$ cat config.mk
export PLATFORM = sky130hd
export DESIGN_NAME = pixel_diff_stream_flat
export DESIGN_NICKNAME = d
export VERILOG_FILES = /design/src/rtl/pixel_diff_if.sv /design/src/rtl/pixel_diff_stream.sv /design/src/flat_wrapper.sv
export SDC_FILE = /design/constraint.sdc
export NUM_CORES = 1
export LEC_CHECK = 0
export BUFFER_PORTS_ARGS = -buffer_cell sky130_fd_sc_hd__buf_2
export CAP_MARGIN = 20
export CORE_ASPECT_RATIO = 0.9
export CORE_MARGIN = 3
export CORE_UTILIZATION = 28
export CTS_BUF_LIST = sky130_fd_sc_hd__clkbuf_8
export DETAILED_ROUTE_END_ITERATION = 12
export SKIP_LAST_GASP = 1
export SYNTH_ARGS = -nofsm -noshare
export SYNTH_HDL_FRONTEND = slang
export SYNTH_SLANG_ARGS = --single-unit
$ cat constraint.sdc
create_clock -name clk -period 3.6 [get_ports clk]
set_input_delay 0.54 -clock clk [delete_from_list [all_inputs] [get_ports clk]]
set_output_delay 0.54 -clock clk [all_outputs]
set_load 0.005 [all_outputs]
$ cat src/rtl/pixel_diff_if.sv
// Bundles the joined input streams (A, B) and the result stream of the
// pixel comparator.
//   master : frame-source / display-sink side (drives a_*, b_*, out_ready)
//   slave  : comparator side (drives in_ready, out_*)
// Signals: a_valid/a_sof/a_data, b_valid/b_sof/b_data, in_ready (shared),
//          out_valid/out_ready/out_data/out_sof/out_eol.
interface pixel_diff_if #(
  parameter int DW = 8,
  parameter int CH = 3
);
  logic             a_valid;
  logic             a_sof;
  logic [CH*DW-1:0] a_data;
  logic             b_valid;
  logic             b_sof;
  logic [CH*DW-1:0] b_data;
  logic             in_ready;
  logic             out_valid;
  logic             out_ready;
  logic [CH*DW-1:0] out_data;
  logic             out_sof;
  logic             out_eol;

  modport master (
    output a_valid, a_sof, a_data, b_valid, b_sof, b_data, out_ready,
    input  in_ready, out_valid, out_data, out_sof, out_eol
  );

  modport slave (
    input  a_valid, a_sof, a_data, b_valid, b_sof, b_data, out_ready,
    output in_ready, out_valid, out_data, out_sof, out_eol
  );
endinterface

$ cat src/rtl/pixel_diff_stream.sv
// Streaming two-frame pixel comparator.
// Joins two lock-step pixel streams, compares them channel by channel against
// a threshold and emits a masked or difference pixel stream, counting the
// differing pixels of every complete frame.
// Ports:
//   clk, rst_n   clock, asynchronous active-low reset
//   mode         0=A masked, 1=B masked, 2=|A-B|, 3=A whole-pixel masked
//   threshold    channel differs when |A-B| > threshold
//   px           stream interface (slave side)
//   diff_count   differing-pixel count of the last complete frame
//   count_valid  one-cycle pulse when diff_count updates
//   sync_err     sticky flag: a_sof and b_sof disagreed on an accepted beat
module pixel_diff_stream #(
  parameter int            DW    = 8,
  parameter int            CH    = 3,
  parameter int            H_ACT = 640,
  parameter int            V_ACT = 480,
  parameter logic [DW-1:0] FILL  = 8'h80
) (
  input  logic                                clk,
  input  logic                                rst_n,
  input  logic [1:0]                          mode,
  input  logic [DW-1:0]                       threshold,
  pixel_diff_if.slave                         px,
  output logic [$clog2(H_ACT*V_ACT+1)-1:0]    diff_count,
  output logic                                count_valid,
  output logic                                sync_err
);
  localparam int PW = CH * DW;
  localparam int CW = $clog2(H_ACT * V_ACT + 1);
  localparam int XW = $clog2(H_ACT + 1);
  localparam int YW = $clog2(V_ACT + 1);

  localparam logic [0:0] IDLE   = 1'b0;
  localparam logic [0:0] ACTIVE = 1'b1;

  logic [0:0]    stateReg;
  logic [1:0]    modeReg;
  logic [DW-1:0] thrReg;
  logic [XW-1:0] xReg;
  logic [YW-1:0] yReg;
  logic [CW-1:0] runReg;

  logic          accept;
  logic          sofIn;
  logic          emit;
  logic [1:0]    modeEff;
  logic [DW-1:0] thrEff;
  logic [CH-1:0] chDiffers;
  logic [PW-1:0] chanOut;
  logic          pixDiffers;
  logic [PW-1:0] pixOut;
  logic [XW-1:0] xCur;
  logic [YW-1:0] yCur;
  logic [CW-1:0] runBase;
  logic [CW-1:0] runNext;
  logic          atEol;
  logic          atLast;

  // A single output register: an empty slot, or one being drained this
  // cycle, can take a new beat, so full throughput needs no bubble.
  assign px.in_ready = !px.out_valid || px.out_ready;
  assign accept      = px.a_valid && px.b_valid && px.in_ready;
  assign sofIn       = px.a_sof || px.b_sof;

  // A sof beat already uses the new mode/threshold; the rest of the frame
  // uses the copy latched on that beat.
  assign modeEff = sofIn ? mode : modeReg;
  assign thrEff  = sofIn ? threshold : thrReg;

  for (genvar gi = 0; gi < CH; gi++) begin : gCh
    logic [DW-1:0] aCh;
    logic [DW-1:0] bCh;
    logic [DW:0]   sub;
    logic [DW-1:0] absDiff;

    assign aCh     = px.a_data[gi*DW +: DW];
    assign bCh     = px.b_data[gi*DW +: DW];
    assign sub     = {1'b0, aCh} - {1'b0, bCh};
    // Borrow out of the extended subtract means b > a.
    assign absDiff = sub[DW] ? (bCh - aCh) : sub[DW-1:0];
    assign chDiffers[gi] = absDiff > thrEff;

    always_comb begin
      chanOut[gi*DW +: DW] = absDiff;
      case (modeEff)
        2'd0:    chanOut[gi*DW +: DW] = chDiffers[gi] ? aCh : FILL;
        2'd1:    chanOut[gi*DW +: DW] = chDiffers[gi] ? bCh : FILL;
        default: chanOut[gi*DW +: DW] = absDiff;
      endcase
    end
  end

  assign pixDiffers = |chDiffers;
  assign pixOut     = (modeEff == 2'd3) ? (pixDiffers ? px.a_data : {CH{FILL}})
                                        : chanOut;

  // Beats accepted while IDLE without sof are consumed and dropped.
  assign emit = accept && (sofIn || (stateReg == ACTIVE));

  // Any sof (including one mid-frame) restarts position and count.
  assign xCur    = sofIn ? '0 : xReg;
  assign yCur    = sofIn ? '0 : yReg;
  assign runBase = sofIn ? '0 : runReg;
  assign atEol   = (xCur == XW'(H_ACT - 1));
  assign atLast  = atEol && (yCur == YW'(V_ACT - 1));
  assign runNext = (pixDiffers && (runBase != '1)) ? runBase + CW'(1) : runBase;

  always_ff @(posedge clk or negedge rst_n) begin
    if (!rst_n) begin
      stateReg     <= IDLE;
      modeReg      <= '0;
      thrReg       <= '0;
      xReg         <= '0;
      yReg         <= '0;
      runReg       <= '0;
      px.out_valid <= 1'b0;
      px.out_data  <= '0;
      px.out_sof   <= 1'b0;
      px.out_eol   <= 1'b0;
      diff_count   <= '0;
      count_valid  <= 1'b0;
      sync_err     <= 1'b0;
    end else begin
      count_valid <= 1'b0;

      if (accept && (px.a_sof != px.b_sof)) begin
        sync_err <= 1'b1;
      end

      if (px.in_ready) begin
        px.out_valid <= emit;
        if (emit) begin
          px.out_data <= pixOut;
          px.out_sof  <= sofIn;
          px.out_eol  <= atEol;
        end
      end

      if (emit) begin
        if (sofIn) begin
          modeReg <= mode;
          thrReg  <= threshold;
        end
        xReg   <= atEol ? '0 : xCur + XW'(1);
        yReg   <= atEol ? yCur + YW'(1) : yCur;
        runReg <= runNext;
        if (atLast) begin
          diff_count  <= runNext;
          count_valid <= 1'b1;
          stateReg    <= IDLE;
        end else begin
          stateReg <= ACTIVE;
        end
      end
    end
  end
endmodule

$ cat src/flat_wrapper.sv
// flat-port wrapper written by rule: the top's interface ports become plain ports
module pixel_diff_stream_flat 
#(
  parameter int            DW    = 8,
  parameter int            CH    = 3,
  parameter int            H_ACT = 640,
  parameter int            V_ACT = 480,
  parameter logic [DW-1:0] FILL  = 8'h80
)
  (clk, rst_n, mode, threshold, diff_count, count_valid, sync_err, px_a_valid, px_a_sof, px_a_data, px_b_valid, px_b_sof, px_b_data, px_out_ready, px_in_ready, px_out_valid, px_out_data, px_out_sof, px_out_eol);
  pixel_diff_if #(.DW(DW), .CH(CH)) px_i ();
  input  logic clk;
  input  logic rst_n;
  input  logic [1:0] mode;
  input  logic [DW-1:0] threshold;
  output logic [$clog2(H_ACT*V_ACT+1)-1:0] diff_count;
  output logic count_valid;
  output logic sync_err;
  input wire logic [$bits(px_i.a_valid)-1:0] px_a_valid;
  input wire logic [$bits(px_i.a_sof)-1:0] px_a_sof;
  input wire logic [$bits(px_i.a_data)-1:0] px_a_data;
  input wire logic [$bits(px_i.b_valid)-1:0] px_b_valid;
  input wire logic [$bits(px_i.b_sof)-1:0] px_b_sof;
  input wire logic [$bits(px_i.b_data)-1:0] px_b_data;
  input wire logic [$bits(px_i.out_ready)-1:0] px_out_ready;
  output wire logic [$bits(px_i.in_ready)-1:0] px_in_ready;
  output wire logic [$bits(px_i.out_valid)-1:0] px_out_valid;
  output wire logic [$bits(px_i.out_data)-1:0] px_out_data;
  output wire logic [$bits(px_i.out_sof)-1:0] px_out_sof;
  output wire logic [$bits(px_i.out_eol)-1:0] px_out_eol;
  assign px_i.a_valid = px_a_valid;
  assign px_i.a_sof = px_a_sof;
  assign px_i.a_data = px_a_data;
  assign px_i.b_valid = px_b_valid;
  assign px_i.b_sof = px_b_sof;
  assign px_i.b_data = px_b_data;
  assign px_i.out_ready = px_out_ready;
  assign px_in_ready = px_i.in_ready;
  assign px_out_valid = px_i.out_valid;
  assign px_out_data = px_i.out_data;
  assign px_out_sof = px_i.out_sof;
  assign px_out_eol = px_i.out_eol;
  pixel_diff_stream #(.DW(DW), .CH(CH), .H_ACT(H_ACT), .V_ACT(V_ACT), .FILL(FILL)) u_core (.clk(clk), .rst_n(rst_n), .mode(mode), .threshold(threshold), .px(px_i), .diff_count(diff_count), .count_valid(count_valid), .sync_err(sync_err));
endmodule
==> impl_metrics.env <==
export IMPL_first_global_vias=8282
export IMPL_path_max_fanout=7
export IMPL_power_frac_comb=0.531
export IMPL_fin_crit_sh=1.065
export IMPL_synth_edf_count=0
export IMPL_die_w_um=184.3
export IMPL_end_kind="flop"
export IMPL_pwr_share_clk=0.174
export IMPL_synth_adder_area_share=0.1291
export IMPL_cp_start_kind="input pin"
export IMPL_rsz0062_at_grt="true"
export IMPL_violations="setup timing"
export IMPL_final_area_um2=11590
export IMPL_synth_top_family_by_area="compound AO/OA/AOI/OAI gates"
export IMPL_cts_buffers=9
export IMPL_dr_pass1_iters=5
export IMPL_portBuffers=113
export IMPL_synth_nets=1118
export IMPL_worstSkewPairLatency_ns=0.39
export IMPL_clk_pin_slew_ns=0.10
export IMPL_root_buffer="clkbuf_8"
export IMPL_start_util=0.2851
export IMPL_antenna_cells=0
export IMPL_fmax_mhz=260.8
export IMPL_cp_depth=17
export IMPL_track_usage=0.1771
export IMPL_synthMostInstantiatedCell="nand2_1"
export IMPL_synthCells=974
export IMPL_pwr_share_seq=0.294
export IMPL_wl_um=27510
export IMPL_finish_utilization=0.4126
export IMPL_drt_wirelength_per_cell_um=16.79
export IMPL_critPathMaxStageDelay_ns=0.41
export IMPL_hold_class="in -> async"
export IMPL_postCtsHoldBufs=0
export IMPL_area_growth_pct=44.70
export IMPL_cp_top_family="compound AO/OA/AOI/OAI gates"
export IMPL_cts_path_max_buffers=2
export IMPL_syn_area_per_cell_um2=8.221
export IMPL_p_sw_mw=1.750
export IMPL_setup_viol=59
export IMPL_grt_pass1_wl_um=43780
export IMPL_relSlewSlack=0.4459
export IMPL_yosys_top_cells_count="nand2_1, dfrtp_1, a21oi_1"
export IMPL_grt_max_degree=61
export IMPL_synth_xor_area_frac=0.03172
export IMPL_worst_slew_pin_slew_ns=0.8312
export IMPL_critical_path_arrival_ns=4.11
export IMPL_crit_type="in -> reg"
export IMPL_yosys_area_top_type_share=0.3031
export IMPL_synthArstFlopShare=1.000
export IMPL_cts_tree="done"
export IMPL_dpl_cell_area_um2=10710
export IMPL_ioPinCount=114
export IMPL_final_layout_size_suffix_gt1_frac=0.3701
export IMPL_numClockSinks=97
export IMPL_p_int_mw=2.725
export IMPL_synth_largest_area_cell="dfrtp_1"
export IMPL_cellLeakagePower_nw=5.468
export IMPL_cp_num_buf_inv=3
export IMPL_crit_path_top_delay_cell="o311a_4"
export IMPL_core_um2=28080
export IMPL_die_height_um=166.4
export IMPL_synth_seq_cells=97
export IMPL_vias=8582
export IMPL_finalCriticalPeriod_ns=3.835
export IMPL_synthDistinctLibCells=75
export IMPL_grt_ovfl_total=0
export IMPL_via_per_inst=5.239
export IMPL_dpl_hpwl_um=20930
export IMPL_netlist_top_cells_area="dfrtp_1, ha_1, a21oi_1"
export IMPL_synthSimpleGateAreaFrac=0.1947
export IMPL_yosysWarnings=0
export IMPL_critPathRequiredTime_ns=3.88
export IMPL_r2r_cells=8
export IMPL_rows=58
export IMPL_layout_setup_ws_ns=-0.2348
export IMPL_yosysSeqAreaShare=0.3031
export IMPL_cp_cell_sequence="buf_12, inv_12, ha_4, inv_2, fa_2, a211oi_4, nor3_2, nor2_2, mux2i_1, xor2_1, ha_1, nand4_1, o31a_1, a31o_4, o311a_4, and3_4, a221o_1"
export IMPL_report_final_slew_viol_count=0
export IMPL_dieArea_um2=30670
export IMPL_nNetsFinal=1417
export IMPL_outcome="finished, violations left"
export IMPL_gp_congestion=0.8672
export IMPL_ys_flop_type="dfrtp_1"
export IMPL_syn_area_um2=8008
export IMPL_drv_cap=0
export IMPL_finalHoldViolations=0
export IMPL_fin_skew_ns=0.01233
export IMPL_htreeDepth=3
export IMPL_drc=0
export IMPL_swShare=0.3910
export IMPL_cellPowerDensity_nw_per_um2=386.2
export IMPL_antenna_found_initial=0
export IMPL_synth_compound_area_share=0.2452
export IMPL_antenna_left=0
export IMPL_peakVddDrop_mv=0.1887
export IMPL_drt_iter0_drc=604
export IMPL_muxShareOfSynthArea=0.04109
[kinds of logic (layout without fill, tap and decap cells)]
family,after synthesis,after routing
and+or+nand+nor,321,321
AOI/OAI and AO/OA,300,300
buffers and inverters,116,420
DFF,97,97
adders and majority gates,79,79
muxes,32,32
xor gates and xnor gates,29,29
[cell usage in the layout, fill, tap and decap left out, types with 5 or more instances in the layout]
master	instances
dfrtp_1	97
xnor2_2	5
inv_1	60
o22ai_1	5
buf_4	196
buf_12	5
clkbuf_8	10
buf_6	22
nor2b_1	8
nand3_1	28
a31oi_4	7
o211ai_1	8
a22oi_1	9
o21ai_0	40
and2_1	7
a21oi_1	64
a211o_1	5
ha_1	68
nand2_1	100
nand2b_1	9
mux2_2	5
nand4_1	14
a31oi_1	20
o21ai_1	19
nand3_2	6
xor2_1	10
inv_2	5
xnor2_1	14
mux2i_1	23
and3_1	14
nor2_1	74
a21oi_2	21
buf_2	110
and4_1	6
o21a_1	7
o31a_1	7
nor3_1	23
a21o_1	17
[state kept, by name, summed over array words and instances (netlist names)]
register             flops
u_core.count_valid       1
u_core.diff_count       19
u_core.modeReg           2
u_core.px.out_data      24
u_core.px.out_eol        1
u_core.px.out_sof        1
u_core.px.out_valid      1
u_core.runReg           19
u_core.stateReg          1
u_core.sync_err          1
u_core.thrReg            8
u_core.xReg             10
u_core.yReg              9
[power groups by stage]
stage          sequential, mW  combinational [mW]  clock, mW
2_1_floorplan            1.31                1.07          0
3_3_place_gp             1.34                1.91          0
3_5_place_dp             1.33                1.95          0
4_1_cts                  1.31                2.23      0.797
5_1_grt                  1.33                2.58      0.839
6_report                 1.32                2.38      0.780
[path summary, 6_finish.rpt]
check	start	slack, ns	end
max in group asynchronous	rst_n	2.63	u_core.px.out_data[20]$_DFFE_PN0P_
min in group clk	u_core.sync_err$_DFFE_PN0P_	0.46	u_core.sync_err$_DFFE_PN0P_
setup reg to reg	u_core.thrReg[0]$_DFFE_PN0P_	0.83	u_core.runReg[11]$_DFFE_PN0P_
hold reg to reg	u_core.sync_err$_DFFE_PN0P_	0.46	u_core.sync_err$_DFFE_PN0P_
setup / recovery	px_a_data[16]	-0.23	u_core.runReg[11]$_DFFE_PN0P_
hold / removal	rst_n	0.24	u_core.xReg[7]$_DFFE_PN0P_
[per-stage QoR]
| stage | worst slack [ns] | power (mW) | cells | setup TNS (ns) | hold slack [ns] |
|---|---|---|---|---|---|
| final | -0.2348 | 4.475 | 1638 | -6.037 | 0.2421 |
| after global routing | -0.4335 | 4.754 | 1638 | -20.19 | 0.2780 |
| after CTS | -0.2164 | 4.346 | 1632 | -4.646 | 0.2447 |
| after detailed placement | -0.7646 | 3.282 | 1596 | -37.47 | 0.4405 |
| after global placement | -0.7038 | 3.249 | 1596 | -34.93 | 0.4342 |
| after floorplan | -0.3171 | 2.386 | 974 | -6.726 | 0.2444 |
[worst reg2reg max path: cells and delay by family (launching register included)]
family                     cells  cell delay, ns
AOI/OAI and AO/OA              4            1.33
adders and majority gates      1            0.30
DFF                            1            0.39
muxes                          1            0.33
and+or+nand+nor                2            0.31
[per-layer routing]
layer	track usage	vias to the layer above	part of all wire
li1	-	4139	-
met1	0.2488	4119	0.46
met2	0.2874	289	0.46
met3	0.02730	35	0.059
met4	0.04042	0	0.020
met5	0	-	0
[what timing repair did]
item	in CTS	in global routing
gates cloned	1	0
pin swaps	36	17
buffers inserted	20	6
setup endpoints to repair	62	62
resized for setup	61	32
[layout make-up]
type / instances / area, um^2
clock buffers: 10 / 137.6
clock inverters: 6 / 65.06
fillers: 2801 / 16500
inverters: 67 / 289.0
multi-input cells: 761 / 5776
flip-flops and latches: 97 / 2427
well taps: 360 / 450.4
repair buffers: 337 / 2442
No activity file was read; power rests on OpenSTA's default activity.
